`config.mk`:
```
export PLATFORM = sky130hd
export DESIGN_NAME = apb_controller
export DESIGN_NICKNAME = d
export VERILOG_FILES = /design/src/rtl/apb_controller_pkg.sv /design/src/rtl/apb_controller.sv
export SDC_FILE = /design/constraint.sdc
export NUM_CORES = 1
export LEC_CHECK = 0
export CAP_MARGIN = 20
export CORE_AREA = 2 2 115 117
export CTS_BUF_LIST = sky130_fd_sc_hd__clkbuf_4
export DETAILED_ROUTE_END_ITERATION = 16
export DIE_AREA = 0 0 117 119
export PLACE_DENSITY = 0.81
export SETUP_SLACK_MARGIN = 0.05
export SLEW_MARGIN = 40
export SYNTH_ARGS = -nofsm -noshare
export SYNTH_HDL_FRONTEND = slang
export SYNTH_SLANG_ARGS = --single-unit
```
`constraint.sdc`:
```
create_clock -name Hclk -period 1.79 [get_ports Hclk]
set_input_delay 0.179 -clock Hclk [delete_from_list [all_inputs] [get_ports Hclk]]
set_output_delay 0.179 -clock Hclk [all_outputs]
set_load 0.1 [all_outputs]
```
`src/rtl/apb_controller_pkg.sv`:
```
// apb_controller_pkg: shared AHB2APB bridge types, default widths and slave address map.
package apb_controller_pkg;
  localparam int DEF_ADDR_W = 32;
  localparam int DEF_DATA_W = 32;
  localparam int DEF_NSLV   = 3;
  typedef enum logic [1:0] {ST_IDLE, ST_WWAIT, ST_SETUP, ST_ACCESS} state_e;
  localparam logic [DEF_ADDR_W-1:0] SLV0_BASE = 32'h8000_0000;
  localparam logic [DEF_ADDR_W-1:0] SLV1_BASE = 32'h8400_0000;
  localparam logic [DEF_ADDR_W-1:0] SLV2_BASE = 32'h8800_0000;
  localparam logic [DEF_ADDR_W-1:0] SLV_SIZE  = 32'h0400_0000;
  function automatic logic [DEF_NSLV-1:0] slv_decode(input logic [DEF_ADDR_W-1:0] addr);
    return {addr >= SLV2_BASE && addr < SLV2_BASE + SLV_SIZE,
            addr >= SLV1_BASE && addr < SLV1_BASE + SLV_SIZE,
            addr >= SLV0_BASE && addr < SLV0_BASE + SLV_SIZE};
  endfunction
endpackage

```
`src/rtl/apb_controller.sv`:
```
// apb_controller: APB master FSM turning qualified AHB transfers into SETUP/ACCESS sequences.
module apb_controller
  import apb_controller_pkg::*;
#(
  parameter int ADDR_W = DEF_ADDR_W,
  parameter int DATA_W = DEF_DATA_W,
  parameter int NSLV   = DEF_NSLV
) (
  input  logic              Hclk,
  input  logic              Hresetn,
  input  logic              valid,
  input  logic [ADDR_W-1:0] Haddr,
  input  logic              Hwrite,
  input  logic [DATA_W-1:0] Hwdata,
  input  logic [NSLV-1:0]   tempselx,
  input  logic [DATA_W-1:0] Prdata,
  input  logic              Pready,
  output logic [NSLV-1:0]   Pselx,
  output logic              Penable,
  output logic              Pwrite,
  output logic [ADDR_W-1:0] Paddr,
  output logic [DATA_W-1:0] Pwdata,
  output logic              Hreadyout,
  output logic [DATA_W-1:0] Hrdata
);
  state_e state_q, state_d;
  logic [ADDR_W-1:0] addr_q, addr_d, paddr_q, paddr_d;
  logic [NSLV-1:0] sel_q, sel_d, psel_q, psel_d;
  logic [DATA_W-1:0] pwdata_q, pwdata_d, hrdata_q, hrdata_d;
  logic penable_q, penable_d, pwrite_q, pwrite_d, hready_q, hready_d;
  always_comb begin
    state_d   = state_q;
    addr_d    = addr_q;
    sel_d     = sel_q;
    paddr_d   = paddr_q;
    psel_d    = psel_q;
    pwdata_d  = pwdata_q;
    hrdata_d  = hrdata_q;
    penable_d = penable_q;
    pwrite_d  = pwrite_q;
    hready_d  = hready_q;
    case (state_q)
      ST_IDLE: if (valid && |tempselx) begin
        hready_d = 1'b0;
        if (Hwrite) begin
          addr_d  = Haddr;
          sel_d   = tempselx;
          state_d = ST_WWAIT;
        end else begin
          paddr_d   = Haddr;
          psel_d    = tempselx;
          pwrite_d  = 1'b0;
          penable_d = 1'b0;
          state_d   = ST_SETUP;
        end
      end
      // Hwdata is stable here because Hreadyout is already low
      ST_WWAIT: begin
        paddr_d   = addr_q;
        psel_d    = sel_q;
        pwdata_d  = Hwdata;
        pwrite_d  = 1'b1;
        penable_d = 1'b0;
        state_d   = ST_SETUP;
      end
      ST_SETUP: begin
        penable_d = 1'b1;
        state_d   = ST_ACCESS;
      end
      ST_ACCESS: if (Pready) begin
        penable_d = 1'b0;
        psel_d    = '0;
        hready_d  = 1'b1;
        hrdata_d  = pwrite_q ? hrdata_q : Prdata;
        state_d   = ST_IDLE;
      end
      default: state_d = ST_IDLE;
    endcase
  end
  always_ff @(posedge Hclk) begin
    if (!Hresetn) begin
      state_q   <= ST_IDLE;
      addr_q    <= '0;
      sel_q     <= '0;
      paddr_q   <= '0;
      psel_q    <= '0;
      pwdata_q  <= '0;
      hrdata_q  <= '0;
      penable_q <= 1'b0;
      pwrite_q  <= 1'b0;
      hready_q  <= 1'b1;
    end else begin
      state_q   <= state_d;
      addr_q    <= addr_d;
      sel_q     <= sel_d;
      paddr_q   <= paddr_d;
      psel_q    <= psel_d;
      pwdata_q  <= pwdata_d;
      hrdata_q  <= hrdata_d;
      penable_q <= penable_d;
      pwrite_q  <= pwrite_d;
      hready_q  <= hready_d;
    end
  end
  assign Pselx     = psel_q;
  assign Penable   = penable_q;
  assign Pwrite    = pwrite_q;
  assign Paddr     = paddr_q;
  assign Pwdata    = pwdata_q;
  assign Hreadyout = hready_q;
  assign Hrdata    = hrdata_q;
endmodule
```
==> flow_metrics.env <==
export IMPL_status="completed"
export IMPL_total_power_w=0.01470
export IMPL_initial_utilization_pct=44.66
export IMPL_die_area_mm2=0.01392
export IMPL_worstSetupEndpointType="flop"
export IMPL_detail_route_iter0_violations=306
export IMPL_critPathBufInv=2
export IMPL_leakage_nw=3.227
export IMPL_globalRouteTotalUtil_pct=22.79
export IMPL_maxSlewViolCount=0
export IMPL_netlist_cell_type_count=34
export IMPL_antenna_violations_before_repair=1
export IMPL_via_count_of_the_first_global_routing_pass=5178
export IMPL_yosysTopAreaCell="sky130_fd_sc_hd__dfxtp_1"
export IMPL_synth_top_area_share_pct=48.40
export IMPL_syn_avg_cell_area_um2=9.054
export IMPL_synth_warnings=0
export IMPL_syn_num_nets=743
export IMPL_synth_top_family_by_area="compound AO/OA/AOI/OAI gates"
export IMPL_cp_required_ns=2.22
export IMPL_core_rowCount=42
export IMPL_hold_removal_path_class="in -> reg"
export IMPL_drt_wirelength_per_cell_um=15.13
export IMPL_hpwl_um=10620
export IMPL_cts_htree_levels=4
export IMPL_critical_path_startpoint_type="flop"
export IMPL_fmax_mhz=591.9
export IMPL_post_route_period_util_pct=94.38
export IMPL_rsz0062_at_grt="yes"
export IMPL_post_synth_fa_ha_maj_area_fraction_pct=0.8705
export IMPL_core_area_mm2=0.01287
export IMPL_crit_chain="inv_1 > ha_4 > buf_8 > nor3_1 > or2_2 > o31ai_1 > nor2_1"
export IMPL_timing_critical_path_fanout_max=16
export IMPL_drt_vias_per_instance=5.017
export IMPL_io_pin_count=206
export IMPL_grt_overflow_total=0
export IMPL_synth_xor_area_share_pct=0
export IMPL_syn2layout_area_growth_pct=40.98
export IMPL_vias=5137
export IMPL_power_density_mw_per_mm2=1814
export IMPL_critical_path_class="reg -> reg"
export IMPL_synth_compound_area_share_pct=20.87
export IMPL_power_frac_comb_pct=58.4
export IMPL_internal_power_w=0.006931
export IMPL_share_clk_of_total_power_pct=13.0
export IMPL_drt_pass1_iter_count=5
export IMPL_design_final_nets=943
export IMPL_power_net_switching_w=0.007771
export IMPL_syn_instance_count=635
export IMPL_route_antenna_remaining_nets=0
export IMPL_drive_gt1_share_pct=20.07
export IMPL_hold_viol_final=0
export IMPL_synth_top_cells_by_area="sky130_fd_sc_hd__dfxtp_1, sky130_fd_sc_hd__nand2_1, sky130_fd_sc_hd__a21boi_0, sky130_fd_sc_hd__nor2b_1, sky130_fd_sc_hd__o221a_1"
export IMPL_port_buffers=205
export IMPL_cap_violations=0
export IMPL_die_height_um=119
export IMPL_critPathMaxStageDelay_ns=0.36
export IMPL_pwr_share_seq_pct=28.6
export IMPL_number_of_synthesized_register_bits=139
export IMPL_clock_tree_root_cell="sky130_fd_sc_hd__clkbuf_4"
export IMPL_cts_buffers_inserted=17
export IMPL_crit_path_top_delay_cell="sky130_fd_sc_hd__dfxtp_1"
export IMPL_drcViolationCount=0
export IMPL_layout_common_cells="sky130_fd_sc_hd__dfxtp_1, sky130_fd_sc_hd__nand2_1, sky130_fd_sc_hd__buf_4, sky130_fd_sc_hd__clkdlybuf4s50_1, sky130_fd_sc_hd__nor2b_1"
export IMPL_tritoncts="built"
export IMPL_timing_critical_path_max_delay_family="simple AND/OR/NAND/NOR gates"
export IMPL_irDropWorstVdd_v=0.0009063
export IMPL_worst_slew_pin_transition_ns=0.4446
export IMPL_clock_latency_ns=0.54
export IMPL_die_w_um=117
export IMPL_post_synth_instance_area_mm2=0.005749
export IMPL_arrival_ns=2.12
export IMPL_ctsLongestPathBuffers=2
export IMPL_finalWirelength_um=15490
export IMPL_clk_pin_slew_worst_paths_ns=0.11
export IMPL_detailed_place_area_mm2=0.007764
export IMPL_slew_limit_headroom_pct=70.05
export IMPL_place_congestion=0.7534
export IMPL_clkSinkCount=139
export IMPL_grt_max_degree=70
export IMPL_finish_instance_area_mm2=0.008105
export IMPL_post_route_min_period_ns=1.689
export IMPL_finalSetupViolations=0
export IMPL_synth_area_mux_share_pct=5.745
export IMPL_p_sw_share_pct=52.86
export IMPL_grt_first_pass_wirelength_um=24900
export IMPL_clock_tree_skew_after_final_layout_ns=0.01047
export IMPL_synth_sequential_area_ratio_pct=48.40
export IMPL_yosys_area_share_simple_pct=19.72
## state kept, by name, summed over array words and instances (netlist names)
signal,flops
Penable,1
Pselx,3
Hreadyout,1
addr_q,32
sel_q,3
Hrdata,32
Paddr,32
state_q,2
Pwrite,1
Pwdata,32
## worst min-delay path, stage by stage
cell	delay [ns]
sky130_fd_sc_hd__clkdlybuf4s50_1	0.40
sky130_fd_sc_hd__nand2_1	0.06
sky130_fd_sc_hd__a21boi_0	0.06
## stage by stage
stage | setup WS, ns | cells | utilization [%] | hold slack (ns) | TNS, ns
3_3_place_gp | -0.2336 | 987 | 60.30 | 0.4406 | -7.207
2_1_floorplan | 0.2288 | 635 | - | 0.3138 | 0
4_1_cts | 0.06651 | 1020 | 62.55 | 0.1281 | 0
5_1_grt | 0.02262 | 1024 | 62.95 | 0.1407 | 0
3_5_place_dp | -0.2700 | 987 | 60.30 | 0.4454 | -9.219
6_report | 0.1007 | 1024 | 62.95 | 0.1954 | 0
## layer usage
layer / vias up / track usage (%) / share of wire [%]
met5: - / 0 / 0
met4: 0 / 8.971 / 1.6
met3: 23 / 7.379 / 6.7
met2: 167 / 38.33 / 49
met1: 2392 / 26.61 / 42
li1: 2555 / - / -
## power by group through the flow
| stage | clock network [W] | logic (W) | registers (W) |
|---|---|---|---|
| 2_1_floorplan | 0 | 0.00241 | 0.00838 |
| 3_3_place_gp | 0 | 0.00822 | 0.00424 |
| 3_5_place_dp | 0 | 0.00835 | 0.00427 |
| 4_1_cts | 0.00198 | 0.00845 | 0.00421 |
| 5_1_grt | 0.00212 | 0.00900 | 0.00428 |
| 6_report | 0.00191 | 0.00859 | 0.00421 |
## cells by family after synthesis
kind of cell | after synthesis
simple gates | 251
compound gates | 154
flops | 139
buf+inv | 54
mux | 33
fa+ha+maj | 4
## final timing paths
path | from | end | slack [ns] | cells past startpoint
min reg2reg | addr_q[9] | addr_q[9] | 0.46 | 2
max reg2reg | state_q[0] | Pselx[0] | 0.10 | 7
max | state_q[0] | Pselx[0] | 0.10 | 7
min | Prdata[13] | Hrdata[13] | 0.20 | 3
## repair_timing
action	CTS	global route
gates resized for setup	5	8
hold buffers	1	0
setup buffers	0	3
pin swaps	1	1
endpoints found under the hold margin	12	0
cloned	1	0
setup endpoints to repair	38	68
## cell type report
class	instances	area (um2)
flip-flops and latches	139	2784
clock inverters	11	103.9
inverters	3	11.26
diodes	1	2.502
clock buffers	20	150.1
fillers	1116	4770
multi-input cells	443	2764
repair buffers	231	2069
well taps	176	220.2
## synthesized netlist by cell type
cell type	number
sky130_fd_sc_hd__buf_6	3
sky130_fd_sc_hd__a21oi_1	39
sky130_fd_sc_hd__mux2i_1	33
sky130_fd_sc_hd__a21boi_1	6
sky130_fd_sc_hd__buf_2	10
sky130_fd_sc_hd__o21ai_0	2
sky130_fd_sc_hd__inv_1	3
sky130_fd_sc_hd__nor2_2	1
sky130_fd_sc_hd__nor2b_1	65
sky130_fd_sc_hd__nor2_1	38
sky130_fd_sc_hd__dfxtp_1	139
sky130_fd_sc_hd__o311ai_0	1
sky130_fd_sc_hd__nand3_1	1
sky130_fd_sc_hd__and3b_1	1
sky130_fd_sc_hd__buf_4	4
sky130_fd_sc_hd__o21a_1	1
sky130_fd_sc_hd__o31ai_1	4
sky130_fd_sc_hd__a21boi_0	62
sky130_fd_sc_hd__nor3_1	1
sky130_fd_sc_hd__or2_2	1
sky130_fd_sc_hd__nand3b_1	1
sky130_fd_sc_hd__buf_1	1
sky130_fd_sc_hd__a41o_1	1
sky130_fd_sc_hd__a22o_1	3
sky130_fd_sc_hd__nand2_1	139
sky130_fd_sc_hd__o221a_2	2
sky130_fd_sc_hd__o221a_1	30
sky130_fd_sc_hd__o211a_1	2
sky130_fd_sc_hd__nand2b_1	1
sky130_fd_sc_hd__o31ai_4	1
sky130_fd_sc_hd__nor2_4	1
sky130_fd_sc_hd__ha_1	4
sky130_fd_sc_hd__or2_1	1
sky130_fd_sc_hd__clkbuf_1	33
Note: power is estimated with default switching activity, not from simulation.
